<file path="src/rtl/alu_issue_stage_pkg.sv">
// Shared definitions for the ALU issue stage: FSM encodings, Hack
// instruction field positions and the decoded control/jump field types.
package alu_issue_stage_pkg;

    localparam int WIDTH_DEFAULT  = 16;
    localparam int ADDR_W_DEFAULT = 15;

    // FSM encodings, kept as plain constants for legacy tools
    localparam logic [2:0] FETCH  = 3'd0;
    localparam logic [2:0] DECODE = 3'd1;
    localparam logic [2:0] MEM_RD = 3'd2;
    localparam logic [2:0] EXEC   = 3'd3;
    localparam logic [2:0] MEM_WR = 3'd4;

    // Hack instruction field positions
    localparam int C_BIT   = 15;  // 1 = C-instruction, 0 = A-instruction
    localparam int A_BIT   = 12;  // ALU rhs: 1 = M, 0 = A
    localparam int CTRL_HI = 11;
    localparam int CTRL_LO = 6;
    localparam int DEST_A  = 5;   // d1
    localparam int DEST_D  = 4;   // d2
    localparam int DEST_M  = 3;   // d3
    localparam int JMP_HI  = 2;
    localparam int JMP_LO  = 0;

    // ALU control bits in IR[11:6] order
    typedef struct packed {
        logic zero_lhs;
        logic invert_lhs;
        logic zero_rhs;
        logic invert_rhs;
        logic opcode;
        logic invert_result;
    } alu_ctrl_t;

    // Jump mask in IR[2:0] order: j1 (<0), j2 (==0), j3 (>0)
    typedef struct packed {
        logic lt;
        logic eq;
        logic gt;
    } jump_mask_t;

endpackage

</file>
<file path="src/rtl/alu_issue_stage_if.sv">
// Instruction handshake and data-memory bus of the ALU issue stage.
// The stage is the master: it requests instructions by pc and owns the
// memory transaction; the slave side is the instruction source plus memory.
interface alu_issue_stage_if #(
    parameter int WIDTH  = 16,
    parameter int ADDR_W = 15
);
    logic              instr_valid;
    logic              instr_ready;
    logic [WIDTH-1:0]  instr;
    logic [ADDR_W-1:0] pc;
    logic [ADDR_W-1:0] mem_addr;
    logic              mem_rd_req;
    logic              mem_rvalid;
    logic [WIDTH-1:0]  mem_rdata;
    logic              mem_wr_req;
    logic [WIDTH-1:0]  mem_wdata;
    logic              mem_wready;

    modport master (
        input  instr_valid, instr, mem_rvalid, mem_rdata, mem_wready,
        output instr_ready, pc, mem_addr, mem_rd_req, mem_wr_req, mem_wdata
    );

    modport slave (
        output instr_valid, instr, mem_rvalid, mem_rdata, mem_wready,
        input  instr_ready, pc, mem_addr, mem_rd_req, mem_wr_req, mem_wdata
    );
endinterface

</file>
<file path="src/rtl/alu_issue_stage_jump_cond.sv">
// Hack jump resolution: decides from the ALU result and the jump mask
// whether the branch is taken.
module alu_issue_stage_jump_cond
    import alu_issue_stage_pkg::*;
#(
    parameter int WIDTH = 16
) (
    input  logic [WIDTH-1:0] result,
    input  jump_mask_t       jump,
    output logic             take
);
    logic zr;
    logic ng;

    assign zr   = (result == '0);
    assign ng   = result[WIDTH-1];
    assign take = (jump.lt & ng) | (jump.eq & zr) | (jump.gt & ~ng & ~zr);
endmodule

</file>
<file path="src/rtl/alu_issue_stage.sv">
// Control/operand stage in front of the Hack ALU. Holds A, D, PC and the
// latched M operand, sequences one instruction at a time through
// FETCH/DECODE/MEM_RD/EXEC/MEM_WR, and writes the ALU result back.
module alu_issue_stage
    import alu_issue_stage_pkg::*;
#(
    parameter int               WIDTH    = WIDTH_DEFAULT,
    parameter int               ADDR_W   = ADDR_W_DEFAULT,
    parameter logic [ADDR_W-1:0] RESET_PC = '0
) (
    input  logic              clk,
    input  logic              reset,
    alu_issue_stage_if.master bus,
    output logic              zero_lhs,
    output logic              invert_lhs,
    output logic              zero_rhs,
    output logic              invert_rhs,
    output logic              opcode,
    output logic              invert_result,
    output logic [WIDTH-1:0]  alu_lhs,
    output logic [WIDTH-1:0]  alu_rhs,
    input  logic [WIDTH-1:0]  alu_result,
    output logic [WIDTH-1:0]  a_reg,
    output logic [WIDTH-1:0]  d_reg
);
    logic [2:0]        state_q;
    logic [WIDTH-1:0]  ir_q;
    logic [WIDTH-1:0]  a_q;
    logic [WIDTH-1:0]  d_q;
    logic [WIDTH-1:0]  m_q;
    logic [WIDTH-1:0]  r_q;        // ALU result captured in EXEC
    logic [ADDR_W-1:0] wr_addr_q;  // A before EXEC overwrote it
    logic [ADDR_W-1:0] pc_q;
    logic [ADDR_W-1:0] pc_inc;
    logic              take;
    alu_ctrl_t         ctrl;

    assign pc_inc = pc_q + ADDR_W'(1);
    assign ctrl   = alu_ctrl_t'(ir_q[CTRL_HI:CTRL_LO]);

    alu_issue_stage_jump_cond #(.WIDTH(WIDTH)) u_jump_cond (
        .result (alu_result),
        .jump   (jump_mask_t'(ir_q[JMP_HI:JMP_LO])),
        .take   (take)
    );

    // ALU controls and operands follow IR/registers in every state
    assign zero_lhs      = ctrl.zero_lhs;
    assign invert_lhs    = ctrl.invert_lhs;
    assign zero_rhs      = ctrl.zero_rhs;
    assign invert_rhs    = ctrl.invert_rhs;
    assign opcode        = ctrl.opcode;
    assign invert_result = ctrl.invert_result;
    assign alu_lhs       = d_q;
    assign alu_rhs       = ir_q[A_BIT] ? m_q : a_q;
    assign a_reg         = a_q;
    assign d_reg         = d_q;

    assign bus.instr_ready = (state_q == FETCH);
    assign bus.mem_rd_req  = (state_q == MEM_RD);
    assign bus.mem_wr_req  = (state_q == MEM_WR);
    assign bus.mem_wdata   = r_q;
    assign bus.pc          = pc_q;

    // Memory address: current A, except the write phase uses the pre-EXEC A
    always_comb begin
        // NOTE: default first so every path assigns mem_addr and no latch is inferred.
        bus.mem_addr = a_q[ADDR_W-1:0];
        if (state_q == MEM_WR) begin
            bus.mem_addr = wr_addr_q;
        end
    end

    // Sequencer and architectural register updates
    always_ff @(posedge clk) begin
        // NOTE: reset is sampled on the clock edge (synchronous), so it is tested inside the block, not in the sensitivity list.
        if (reset) begin
            state_q   <= FETCH;
            ir_q      <= '0;
            a_q       <= '0;
            d_q       <= '0;
            m_q       <= '0;
            r_q       <= '0;
            wr_addr_q <= '0;
            pc_q      <= RESET_PC;
        end else begin
            // NOTE: non-blocking updates, so EXEC reads the old A for both the jump target and the write address.
            case (state_q)
                FETCH: begin
                    if (bus.instr_valid) begin
                        ir_q    <= bus.instr;
                        state_q <= DECODE;
                    end
                end
                DECODE: begin
                    if (!ir_q[C_BIT]) begin
                        a_q     <= ir_q;
                        pc_q    <= pc_inc;
                        state_q <= FETCH;
                    end else if (ir_q[A_BIT]) begin
                        state_q <= MEM_RD;
                    end else begin
                        state_q <= EXEC;
                    end
                end
                MEM_RD: begin
                    if (bus.mem_rvalid) begin
                        m_q     <= bus.mem_rdata;
                        state_q <= EXEC;
                    end
                end
                EXEC: begin
                    r_q       <= alu_result;
                    wr_addr_q <= a_q[ADDR_W-1:0];
                    if (ir_q[DEST_A]) a_q <= alu_result;
                    if (ir_q[DEST_D]) d_q <= alu_result;
                    pc_q    <= take ? a_q[ADDR_W-1:0] : pc_inc;
                    state_q <= ir_q[DEST_M] ? MEM_WR : FETCH;
                end
                MEM_WR: begin
                    if (bus.mem_wready) begin
                        state_q <= FETCH;
                    end
                end
                default: state_q <= FETCH;
            endcase
        end
    end
endmodule

</file>
<file path="src/flat_wrapper.sv">
// flat-port wrapper written by rule: the top's interface ports become plain ports
module alu_issue_stage_flat import alu_issue_stage_pkg::*;
#(
    parameter int               WIDTH    = WIDTH_DEFAULT,
    parameter int               ADDR_W   = ADDR_W_DEFAULT,
    parameter logic [ADDR_W-1:0] RESET_PC = '0
)
  (clk, reset, zero_lhs, invert_lhs, zero_rhs, invert_rhs, opcode, invert_result, alu_lhs, alu_rhs, alu_result, a_reg, d_reg, bus_instr_valid, bus_instr, bus_mem_rvalid, bus_mem_rdata, bus_mem_wready, bus_instr_ready, bus_pc, bus_mem_addr, bus_mem_rd_req, bus_mem_wr_req, bus_mem_wdata);
  alu_issue_stage_if #(.WIDTH(WIDTH), .ADDR_W(ADDR_W)) bus_i ();
  input  logic clk;
  input  logic reset;
  output logic zero_lhs;
  output logic invert_lhs;
  output logic zero_rhs;
  output logic invert_rhs;
  output logic opcode;
  output logic invert_result;
  output logic [WIDTH-1:0] alu_lhs;
  output logic [WIDTH-1:0] alu_rhs;
  input  logic [WIDTH-1:0] alu_result;
  output logic [WIDTH-1:0] a_reg;
  output logic [WIDTH-1:0] d_reg;
  input wire logic [$bits(bus_i.instr_valid)-1:0] bus_instr_valid;
  input wire logic [$bits(bus_i.instr)-1:0] bus_instr;
  input wire logic [$bits(bus_i.mem_rvalid)-1:0] bus_mem_rvalid;
  input wire logic [$bits(bus_i.mem_rdata)-1:0] bus_mem_rdata;
  input wire logic [$bits(bus_i.mem_wready)-1:0] bus_mem_wready;
  output wire logic [$bits(bus_i.instr_ready)-1:0] bus_instr_ready;
  output wire logic [$bits(bus_i.pc)-1:0] bus_pc;
  output wire logic [$bits(bus_i.mem_addr)-1:0] bus_mem_addr;
  output wire logic [$bits(bus_i.mem_rd_req)-1:0] bus_mem_rd_req;
  output wire logic [$bits(bus_i.mem_wr_req)-1:0] bus_mem_wr_req;
  output wire logic [$bits(bus_i.mem_wdata)-1:0] bus_mem_wdata;
  assign bus_i.instr_valid = bus_instr_valid;
  assign bus_i.instr = bus_instr;
  assign bus_i.mem_rvalid = bus_mem_rvalid;
  assign bus_i.mem_rdata = bus_mem_rdata;
  assign bus_i.mem_wready = bus_mem_wready;
  assign bus_instr_ready = bus_i.instr_ready;
  assign bus_pc = bus_i.pc;
  assign bus_mem_addr = bus_i.mem_addr;
  assign bus_mem_rd_req = bus_i.mem_rd_req;
  assign bus_mem_wr_req = bus_i.mem_wr_req;
  assign bus_mem_wdata = bus_i.mem_wdata;
  alu_issue_stage #(.WIDTH(WIDTH), .ADDR_W(ADDR_W), .RESET_PC(RESET_PC)) u_core (.clk(clk), .reset(reset), .bus(bus_i), .zero_lhs(zero_lhs), .invert_lhs(invert_lhs), .zero_rhs(zero_rhs), .invert_rhs(invert_rhs), .opcode(opcode), .invert_result(invert_result), .alu_lhs(alu_lhs), .alu_rhs(alu_rhs), .alu_result(alu_result), .a_reg(a_reg), .d_reg(d_reg));
endmodule
</file>
<file path="config.mk">
export PLATFORM = sky130hd
export DESIGN_NAME = alu_issue_stage_flat
export DESIGN_NICKNAME = d
export VERILOG_FILES = /design/src/rtl/alu_issue_stage_pkg.sv /design/src/rtl/alu_issue_stage_if.sv /design/src/rtl/alu_issue_stage_jump_cond.sv /design/src/rtl/alu_issue_stage.sv /design/src/flat_wrapper.sv
export SDC_FILE = /design/constraint.sdc
export NUM_CORES = 1
export LEC_CHECK = 0
export CAP_MARGIN = 20
export CORE_AREA = 2 2 104 106
export DETAILED_ROUTE_END_ITERATION = 6
export DIE_AREA = 0 0 106 108
export GPL_TIMING_DRIVEN = 0
export PLACE_DENSITY = 0.84
export SLEW_MARGIN = 40
export SYNTH_ARGS = -nofsm -noshare
export SYNTH_HDL_FRONTEND = slang
export SYNTH_SLANG_ARGS = --single-unit
</file>
<file path="constraint.sdc">
create_clock -name clk -period 3.05 [get_ports clk]
set_input_delay 0.305 -clock clk [delete_from_list [all_inputs] [get_ports clk]]
set_output_delay 0.305 -clock clk [all_outputs]
set_load 0.005 [all_outputs]
</file>
# Word level (Yosys, flattened, before mapping)
# Cells that the tools add are included.
# totals
ff_bits	113
input_bits	53
out_inout_bits	119
word_cells	50
# classes
addsub	1
eq_ne	9
mux	15
bitwise	8
n_reduce_logical	9
# op_table
operator	n
$mux W16	3
$mux W15	3
$pmux W16 S2	1
$pmux W15 S2	1
$logic_not A16 Y1	1
$add A15 B1 Y15 const B	1
$mux W3	5
$pmux W3 S5	1
$ne A2 B2 Y1 const B	4
$reduce_and A2 Y1	4
$eq A3 B2 Y1 const B	2
$reduce_and A3 Y1	2
$and A1 B1 Y1	4
$eq A3 B1 Y1 const B	1
$eq A3 B3 Y1 const B	1
$logic_not A3 Y1	1
$ne A2 B1 Y1 const B	1
$not A1 Y1	2
$or A1 B1 Y1	2
$reduce_bool A2 Y1	1
$mux W1	1

# Longest topological paths before layout
# Gate-level depths: netlist of run 1.
# depth
ltp_word	6
depth_mapped	8
mapped_depth_nobuf	6

# Hierarchy
# A second synthesis of run 1 with hierarchy kept.
# hier_totals
hier_cells	628
area_unflattened_um2	5086.1
# by_module_without_submodules
module	instances	cells_each	area_per_inst_um2	seq_area_each_um2
alu_issue_stage	1	620	5017.3	2262.2
alu_issue_stage_jump_cond	1	8	68.8	0.0

# Worst setup path after synthesis of run 1
# OpenSTA, ideal clock, no wires.
# synth_timing
path_kind	register -> output
from	register u_core.state_q[0]
to	output port bus_mem_addr[10]
arrival_time_ns	1.615
required_ns	2.745
setup_slack_ns	1.130
path_stages_with_launch	5
path_buffers	2
path_cell_list	dfxtp_1 buf_2 nor3b_2 clkbuf_1 mux2_2
# synth_between
elab_chain_cells	2
# synth_lines
element	line	rtl
start: declaration	alu_issue_stage.sv:26	logic [2:0] state_q;
start signal: assignment	alu_issue_stage.sv:118	state_q <= ir_q[DEST_M] ? MEM_WR : FETCH;
$eq A3 B3 Y1	-	
via bus_mem_wr_req	flat_wrapper.sv:32	output wire logic [$bits(bus_i.mem_wr_req)-1:0] bus_mem_wr_req;
$mux W15	alu_issue_stage.sv:69	if (state_q == MEM_WR) begin
end: declaration	flat_wrapper.sv:30	output wire logic [$bits(bus_i.mem_addr)-1:0] bus_mem_addr;
# The timed path passes the listed nets, and every way through them passes these cells.

# Worst setup path after layout of run 1
# layout_timing
from	register u_core.state_q[0]
to	output port bus_mem_addr[12]
# layout_between
elab_chain_cells	2
# layout_lines
element	line
$eq A3 B3 Y1	alu_issue_stage.sv:69
$mux W15	alu_issue_stage.sv:69
# No other way between the ends.

==> results.md, run 1 <==
* Status: finished clean
* Routed vias/inst at 5.63
* Fin util at 72.1%
* CTS tree: built
* Synth Register Bits at 113
* Antenna violations before repair at 0
* Share of power burned in registers at 40.1%
* Total die area at 11400 um2
* Top cell type's share of synthesized area at 46.1%
* DP Area at 6780 um2
* Die X at 106 um
* Drt pass-1 iters at 5
* DP HPWL at 12000 um
* WS Path Type: flip-flop to primary output
* GRT Total Usage at 29.6%
* Max_slew headroom at 42.7%
* Setup crit end kind: primary output
* Initial Util at 48.0%
* First-pass GRT wire length at 26200 um
* Routability Congestion at 0.893
* Cell taking the most area after synthesis: dfxtp_1
* Clock Sinks at 113
* Startpoint Class: flip-flop
* Final period util at 96.0%
* P_sw at 0.937 mW
* Clock slew at reported path FFs at 60 ps
* Synth cell types at 40
* Largest cells by area after synthesis: dfxtp_1 (46%), nand2_1 (14%), a21oi_1 (8.7%)
* Post-synth EDFFs at 0
* Post-synthesis cell area at 4910 um2
* Nets@finish at 853
* Largest net degree at the start of global routing at 17
* Input/output buffers at 170
* Async set or reset register ratio after synthesis at 0%
* DRC violations left at 0
* FMAX at 342 MHz
* Ports at 172
* Fin. Hold Viols at 0
* Worst-path fanout max at 10
* Commonest non-fill, non-tap cell in the layout: nand2_1
* RSZ-0062 raised after global routing: no
* Routed Antenna Nets at 0
* Placed cells at 916
* GRT overflow at 0
* Die Y at 108 um
* Slew Viols, Final at 0
* Post-Route WL at 17000 um
* Iteration-0 DRC Markers at 372
* Post-Synthesis Cells at 610
* Final std cells w/o fill at 947
* Mapped Nets at 664
* Vias in the first global route at 5060
* Power Internal at 3.00 mW
* Clk pwr share at 50.0%
* Gate power share at 9.9%
* Area growth syn-to-layout at 50.3%
* Max Buffers Root-to-Sink at 2
* CTS buffer count at 17
* Slew @ Worst Pin at 835 ps
* Max-Cap Viols at 0
* # hold bufs at CTS at 0
* Syn avg cell area at 8.05 um2
* Clock skew at 14.0 ps
* Predominant post-synthesis flop cell: dfxtp_1
* Hold_ws at 339 ps
* Clk root buf: clkbuf_8
* Row cnt at 37
* Count of final setup violators at 0
* Share of layout cells above drive strength 1 at 11.1%
* Post-synthesis sequential area ratio at 46.1%
* Synth Warn # at 0
* Vias at 5334
* Post-CTS setup buffer count at 0
* Min Tclk post-route at 2930 ps
* CTS H-tree lvls at 4
* Setup tns final at 0 ps
* Post-layout instance area at 7380 um2
* Avg WL per Cell at 18.0 um
* Data required time of the worst path at 2740 ps
* Latest clock arrival within the worst-skew pair at 520 ps
* Net Sw Frac at 23.8%
* Lkg Pwr at 2.53 nW
* Worst EP arrival at 2620 ps
* P per Cell Area at 533 nW/um2
* Cts repair resizes at 2
* Hold Path Class: primary input to flip-flop
* Ant. Diodes at 0
* Worst VDD drop at 0.318 mV
* Core Footprint at 10200 um2
* Most frequent cells in the layout: nand2_1 (186), clkdlybuf4s50_1 (170), dfxtp_1 (113)
power by group through the flow:
| stage | clock [mW] | sequential (mW) | combinational, mW |
|---|---|---|---|
| 3_3_place_gp | 0 | 1.60 | 0.372 |
| 3_5_place_dp | 0 | 1.60 | 0.378 |
| 6_report | 1.97 | 1.58 | 0.388 |
| 5_1_grt | 2.04 | 1.58 | 0.415 |
| 2_1_floorplan | 0 | 1.58 | 0.150 |
| 4_1_cts | 1.96 | 1.57 | 0.384 |
area by class of cell:
type / instances / area, um2
Sequential cell: 113 / 2260
Tap cell: 136 / 170
Timing Repair Buffer: 170 / 1700
Clock buffer: 19 / 432
Clock inverter: 12 / 159
Fill cell: 753 / 2850
Buffer: 58 / 288
Multi-Input combinational cell: 434 / 2350
Inverter: 5 / 18.8
logic make-up (layout without fill, tap and decap cells):
kind of cell             Yosys count  after routing  share of synthesized area [%]
AO/OA/AOI/OAI                    127            127                           15.4
XOR/XNOR                           3              3                          0.535
adder cells (fa/ha/maj)            1              1                          0.255
buffers and inverters             63            264                           6.19
flip-flops                       113            113                           46.1
multiplexers                      36             36                           8.26
AND/OR/NAND/NOR                  267            267                           23.2
worst paths after layout:
check	cells past startpoint	startpoint	slack, ps	end
worst max-delay path	5	u_core.state_q[0]$_SDFFE_PP0P_	120	bus_mem_addr[12]
worst min-delay path	3	bus_instr[9]	340	u_core.ir_q[9]$_SDFFE_PP0P_
worst max register to register	6	u_core.state_q[0]$_SDFFE_PP0P_	610	u_core.a_reg[14]$_SDFFE_PP0P_
worst min register to register	2	u_core.wr_addr_q[7]$_SDFFE_PP0N_	450	u_core.wr_addr_q[7]$_SDFFE_PP0N_
worst max-delay path, cell delays in order, from the launching register on:
cell and delay (ps):
dfxtp_1 300, buf_2 170, nor3b_4 450, clkbuf_2 370
mux2_2 380, clkdlybuf4s50_1 440
cells in the mapped netlist, types with 3 or more instances:
cell	number
or4_1	6
clkbuf_1	37
o21ai_0	3
nor2b_1	3
mux2_2	32
nor2_1	25
a21oi_1	85
mux2i_1	3
a31oi_1	8
nand2_1	186
nand4_1	5
buf_4	17
dfxtp_1	113
nand3_1	14
buf_2	3
and2_1	3
a311oi_1	16
a22oi_1	8
inv_1	5
nor3_1	7
nor4_1	7
per-stage QoR:
stage	worst slack (ps)	total power, mW
final	122	3.93
after global routing	24.2	4.03
after CTS	58.5	3.92
after detailed placement	271	1.98
after global placement	315	1.98
after floorplan	1130	1.73
per-layer routing:
metal	vias up	share of wire (%)	track usage, %
met5	-	0	0
met4	0	4.7	15.3
met3	78	8.0	6.39
met2	306	48	50.4
met1	2477	39	35.4
li1	2473	-	-
Power figures use the tool's default switching activity.
==> run 2, diff against run 1 <==
--- a/config.mk
+++ b/config.mk
@@ -10,7 +10,7 @@
 export DETAILED_ROUTE_END_ITERATION = 6
 export DIE_AREA = 0 0 106 108
 export GPL_TIMING_DRIVEN = 0
-export PLACE_DENSITY = 0.84
+export PLACE_DENSITY_LB_ADDON = 0.2
 export SLEW_MARGIN = 40
 export SYNTH_ARGS = -nofsm -noshare
 export SYNTH_HDL_FRONTEND = slang
==> run 2 against run 1 <==
Count of clock-buffer cells in the layout is 1 lower. Worst setup slack worse by 30 ps. Final cell count increased by 0.11%. Highest routed layer unchanged. Die area unchanged. Largest power group unchanged.
==> results.md, run 2 (synthesis gave the netlist of run 1 again) <==
* Max_slew headroom at 49.4%
* Met1 global-route usage at 36.8%
* Setup tns final at 0 ps
* FMAX at 338 MHz
* Count of final setup violators at 0
* Avg WL per Cell at 17.7 um
* GRT overflow at 0
* CTS tree: built
* Setup WS post-layout at 92.1 ps
* Startpoint Class: flip-flop
* Min Tclk post-route at 2960 ps
* RSZ-0062 raised after global routing: no
* Max-Cap Viols at 0
* Routability Congestion at 0.918
* Pre-CTS setup slack at 258 ps
* Slew @ Worst Pin at 756 ps
* Share of layout cells above drive strength 1 at 11.3%
* Clock Sinks at 113
* Clock skew at 7.19 ps
* Routed Antenna Nets at 0
* P per Cell Area at 535 nW/um2
* Fin. Hold Viols at 0
* Die X at 106 um
* Status: finished clean
* Row cnt at 37
* First-pass GRT wire length at 25500 um
* Worst EP arrival at 2650 ps
* Latest clock arrival within the worst-skew pair at 530 ps
* Initial Util at 48.0%
* Routed vias/inst at 5.63
* Vias in the first global route at 5057
* Gr busiest metal: met2
* GRT Total Usage at 28.9%
* Ports at 172
* Vias at 5341
* Slew Viols, Final at 0
* Nets@finish at 853
* Core Footprint at 10200 um2
* CTS buffer count at 17
* Drt pass-1 iters at 7
* Iteration-0 DRC Markers at 492
* Met3 usage at 5.24%
* Clock slew at reported path FFs at 60 ps
* Most frequent cells in the layout: nand2_1 (186), clkdlybuf4s50_1 (170), dfxtp_1 (113)
* DP HPWL at 12200 um
* Lkg Pwr at 2.53 nW
* Area growth syn-to-layout at 50.6%
* Input/output buffers at 170
* Worst-path fanout max at 10
* Clk root buf: clkbuf_8
* Final period util at 97.0%
* DRC violations left at 0
* Post-CTS setup buffer count at 0
* Largest net degree at the start of global routing at 17
* Total die area at 11400 um2
* Die Y at 108 um
* Hold_ws at 331 ps
* Max Buffers Root-to-Sink at 2
* Antenna violations before repair at 0
* Ant. Diodes at 0
* Commonest non-fill, non-tap cell in the layout: nand2_1
* CTS H-tree lvls at 4
* Data required time of the worst path at 2740 ps
* Post-Route WL at 16800 um
* WS Path Type: flip-flop to primary output
* Worst VDD drop at 0.334 mV
* Met2 Use GR at 48.2%
* Hold Path Class: primary input to flip-flop
* FILL cells at 779
* Setup crit end kind: primary output
-- run 2: changes by cell type in the layout (fill, tap and decap cells not counted), sizes merged --
cell	change
clkbuf	-1
clkinv	+1
clkinvlp	+1
-- run 2: repair_timing --
item	4_1_cts	5_1_grt
endpoints found under the setup margin	8	2
gates resized for setup	2	2
hold buffers	0	0
pin swaps	0	0
-- run 2: worst max-delay path, stage by stage, from the launching register on --
cell,delay [ps]
dfxtp_1,310
buf_2,180
nor3b_4,450
clkbuf_2,360
mux2_2,380
clkdlybuf4s50_1,450
-- run 2: final cells by class --
cell class              instances  area, um2  area share, %
plain buffers                  58        288           3.89
multi-input cells             434       2350           31.8
clock buffers                  18        418           5.65
well taps                     136        170           2.30
repair buffers                170       1700           23.0
inverters                       5       18.8          0.254
flip-flops and latches        113       2260           30.6
clock inverters                14        183           2.47
-- run 2: worst paths after layout --
check | endpoint | depth (start not counted) | start | slack, ps
worst max-delay path | bus_mem_addr[13] | 5 | u_core.state_q[0]$_SDFFE_PP0P_ | 90
worst min-delay path | u_core.ir_q[12]$_SDFFE_PP0P_ | 3 | bus_instr[12] | 330
worst min register to register | u_core.wr_addr_q[9]$_SDFFE_PP0N_ | 2 | u_core.wr_addr_q[9]$_SDFFE_PP0N_ | 450
worst max register to register | u_core.alu_lhs[9]$_SDFFE_PP0P_ | 8 | u_core.state_q[0]$_SDFFE_PP0P_ | 610
-- run 2: per-stage QoR --
step	instance area (um2)	power [mW]	std cells	util (%)
global placement	6780	1.98	916	66.3
detailed placement	6780	1.99	916	66.3
finish	7390	3.96	948	72.3
global route	7390	4.05	948	72.3
floorplan	4910	1.73	610	-
CTS	7390	3.94	948	72.2
-- run 2: routing by layer --
layer / vias to the layer above / routed length, um
met5: - / 0
met4: 0 / 619
met3: 60 / 1470
met2: 302 / 8140
met1: 2503 / 6530
li1: 2476 / -
-- run 2: report_power, final --
group	switching, mW	total (mW)	internal (mW)
combinational	0.170	0.388	0.218
sequential	0.0645	1.58	1.51
clock	0.738	1.99	1.25
==> run 3, diff against run 2 <==
--- a/config.mk
+++ b/config.mk
@@ -5,12 +5,13 @@
 export SDC_FILE = /design/constraint.sdc
 export NUM_CORES = 1
 export LEC_CHECK = 0
-export CAP_MARGIN = 20
-export CORE_AREA = 2 2 104 106
+export CAP_MARGIN = 5
+export CORE_AREA = 2 2 103 105
+export CTS_BUF_LIST = sky130_fd_sc_hd__clkbuf_4
 export DETAILED_ROUTE_END_ITERATION = 6
-export DIE_AREA = 0 0 106 108
+export DIE_AREA = 0 0 105 107
 export GPL_TIMING_DRIVEN = 0
-export PLACE_DENSITY_LB_ADDON = 0.2
+export PLACE_DENSITY = 0.93
 export SLEW_MARGIN = 40
 export SYNTH_ARGS = -nofsm -noshare
 export SYNTH_HDL_FRONTEND = slang
==> run 3 against run 2 <==
The flow now finishes with violations (design-rule violations). Register-to-register slack improved by 80 ps. Count of clock-buffer cells in the layout decreased by 1. Sequential power about the same. Clock skew increased by 15 ps. Clock power decreased by 48%. Utilization decreased by 2.1 points. Final cell count increased by 0.42%. Critical path type unchanged. Critical endpoint is now alu_rhs[13]. Highest routed layer unchanged.
==> results.md, run 3 (synthesis gave the netlist of run 1 again) <==
* P_sw at 0.872 mW
* Largest net degree at the start of global routing at 17
* Min Tclk post-route at 2830 ps
* Ant. Diodes at 0
* Input/output buffers at 170
* Setup tns final at 0 ps
* Worst VDD drop at 0.279 mV
* Clock Sinks at 113
* Vias at 5441
* Fin util at 70.2%
* Post-Route WL at 17100 um
* Max stage delay on crit path at 470 ps
* RR Endpoint: u_core.a_reg[13]$_SDFFE_PP0P_
* Share of power burned in registers at 52.3%
* Most frequent cells in the layout: nand2_1 (186), clkdlybuf4s50_1 (170), dfxtp_1 (113)
* Violated checks: design-rule violations
* First-pass GRT wire length at 26300 um
* WP buf/inv at 3
* Hold_sp: bus_mem_rdata[15]
* Clock skew at 22.1 ps
* Antenna violations before repair at 0
* Fin. Hold Viols at 0
* Max-Cap Viols at 0
* Status: finished, violations left
* DP HPWL at 12400 um
* Critical path's slowest cell: clkdlybuf4s50_1
* Count of final setup violators at 0
* FMAX at 354 MHz
* Worst reg2reg startpoint: u_core.state_q[0]$_SDFFE_PP0P_
* Total die area at 11200 um2
* R2r setup slk at 690 ps
* CP cell instances: clkbuf_1 -> clkbuf_2 -> mux2_2 -> clkdlybuf4s50_1
* Routability Congestion at 0.887
* P per Cell Area at 425 nW/um2
* Sink of the worst hold path: u_core.m_q[15]$_SDFFE_PP0P_
* CTS tree: built
* Initial Util at 48.6%
* Routed Antenna Nets at 0
* Die Y at 107 um
* Core Footprint at 10100 um2
* Power Internal at 2.14 mW
* Share of layout cells above drive strength 1 at 11.6%
* Routed vias/inst at 5.72
* Critical path depth at 4
* Ports at 172
* Final period util at 92.7%
* Worst EP arrival at 2520 ps
* FF+latch area at 2260 um2
* Clock slew at reported path FFs at 110 ps
* Clk root buf: clkbuf_4
* CTS buffer count at 17
* Clk pwr share at 34.6%
* Row cnt at 37
* Data required time of the worst path at 2740 ps
* Gate power share at 13.0%
* Die X at 105 um
* Lkg Pwr at 2.40 nW
* Post-layout instance area at 7080 um2
* Worst-path fanout max at 10
* Max Buffers Root-to-Sink at 2
* Latest clock arrival within the worst-skew pair at 530 ps
* Avg WL per Cell at 18.0 um
* GRT Total Usage at 29.7%
* Net Sw Frac at 28.9%
* Area growth syn-to-layout at 44.3%
* Nets@finish at 857
* Number of cells on the worst hold path at 3
* DRC violations left at 2
* DP Area at 6780 um2
* Startpoint Class: flip-flop
* Hold Path Class: primary input to flip-flop
* Iteration-0 DRC Markers at 657
* # hold bufs at CTS at 0
* Crit path max-delay family: buffers and inverters
* Setup crit end kind: primary output
* Slew @ Worst Pin at 755 ps
* Slew Viols, Final at 0
* WS Path Type: flip-flop to primary output
* Drt pass-1 iters at 7
* CTS H-tree lvls at 4
* Vias in the first global route at 5339
* Worst R2R Path Depth at 6
* RSZ-0062 raised after global routing: no
* GRT overflow at 0
* FILL cells at 752
* Commonest non-fill, non-tap cell in the layout: nand2_1
* Max_slew headroom at 49.5%
* Area of the multi-input gates at 2350 um2
-- run 3: cell types whose count changed in the layout (fill, tap and decap cells not counted) --
cell / change
clkbuf_4: +17
clkbuf_16: -16
clkinv_4: -5
buf_4: +4
inv_6: +4
bufinv_16: -2
clkinv_1: +2
clkbuf_1: -1
clkbuf_8: -1
clkinv_2: +1
clkinvlp_4: +1
-- run 3: worst min-delay path, delay by kind of cell --
kind	cells	cell delay (ps)
simple gates	1	50
compound gates	1	50
buf+inv	1	390
-- run 3: worst max-delay path by stage --
stage | from | to
after floorplan | u_core.state_q[0]$_SDFFE_PP0P_ | bus_mem_addr[10]
after global placement | alu_result[15] | u_core.bus.pc[10]$_SDFFE_PP0P_
after detailed placement | alu_result[15] | u_core.bus.pc[2]$_SDFFE_PP0P_
after CTS | u_core.state_q[0]$_SDFFE_PP0P_ | bus_mem_addr[10]
after global routing | u_core.state_q[1]$_SDFFE_PP0P_ | bus_mem_addr[13]
final | u_core.ir_q[12]$_SDFFE_PP0P_ | alu_rhs[13]
-- run 3: per-layer routing --
layer	vias to the layer above	global-route usage, %	wire [um]
li1	2484	-	-
met2	355	52.5	8540
met4	0	14.2	762
met1	2520	34.3	6100
met3	82	6.26	1700
met5	-	0	0
-- run 3: area by class of cell --
type	instances	share of cell area, %
plain buffers	58	4.06
flip-flops and latches	113	31.9
clock inverters	15	1.89
repair buffers	174	24.4
multi-input cells	434	33.2
well taps	136	2.40
inverters	5	0.265
clock buffers	17	1.80
-- run 3: power groups by stage --
stage	Sequential, mW	Clock, mW	Combinational, mW
2_1_floorplan	1.58	0	0.150
3_3_place_gp	1.60	0	0.371
3_5_place_dp	1.60	0	0.382
4_1_cts	1.57	1.04	0.387
5_1_grt	1.58	1.11	0.416
6_report	1.58	1.04	0.392
-- run 3: timing repair --
| item | 4_1_cts | 5_1_grt |
|---|---|---|
| endpoints found under the setup margin | 9 | 15 |
| pin swaps | 0 | 1 |
| buffers inserted | 0 | 4 |
| gates resized for setup | 2 | 2 |
-- run 3: per-stage QoR --
| stage | setup slack, ps | power, mW | hold slack [ps] | cells |
|---|---|---|---|---|
| 2_1_floorplan | 1130 | 1.73 | 433 | 610 |
| 3_3_place_gp | 327 | 1.97 | 438 | 916 |
| 3_5_place_dp | 283 | 1.99 | 446 | 916 |
| 4_1_cts | 74.2 | 3.00 | 312 | 948 |
| 5_1_grt | 137 | 3.10 | 301 | 952 |
| 6_report | 223 | 3.01 | 325 | 952 |
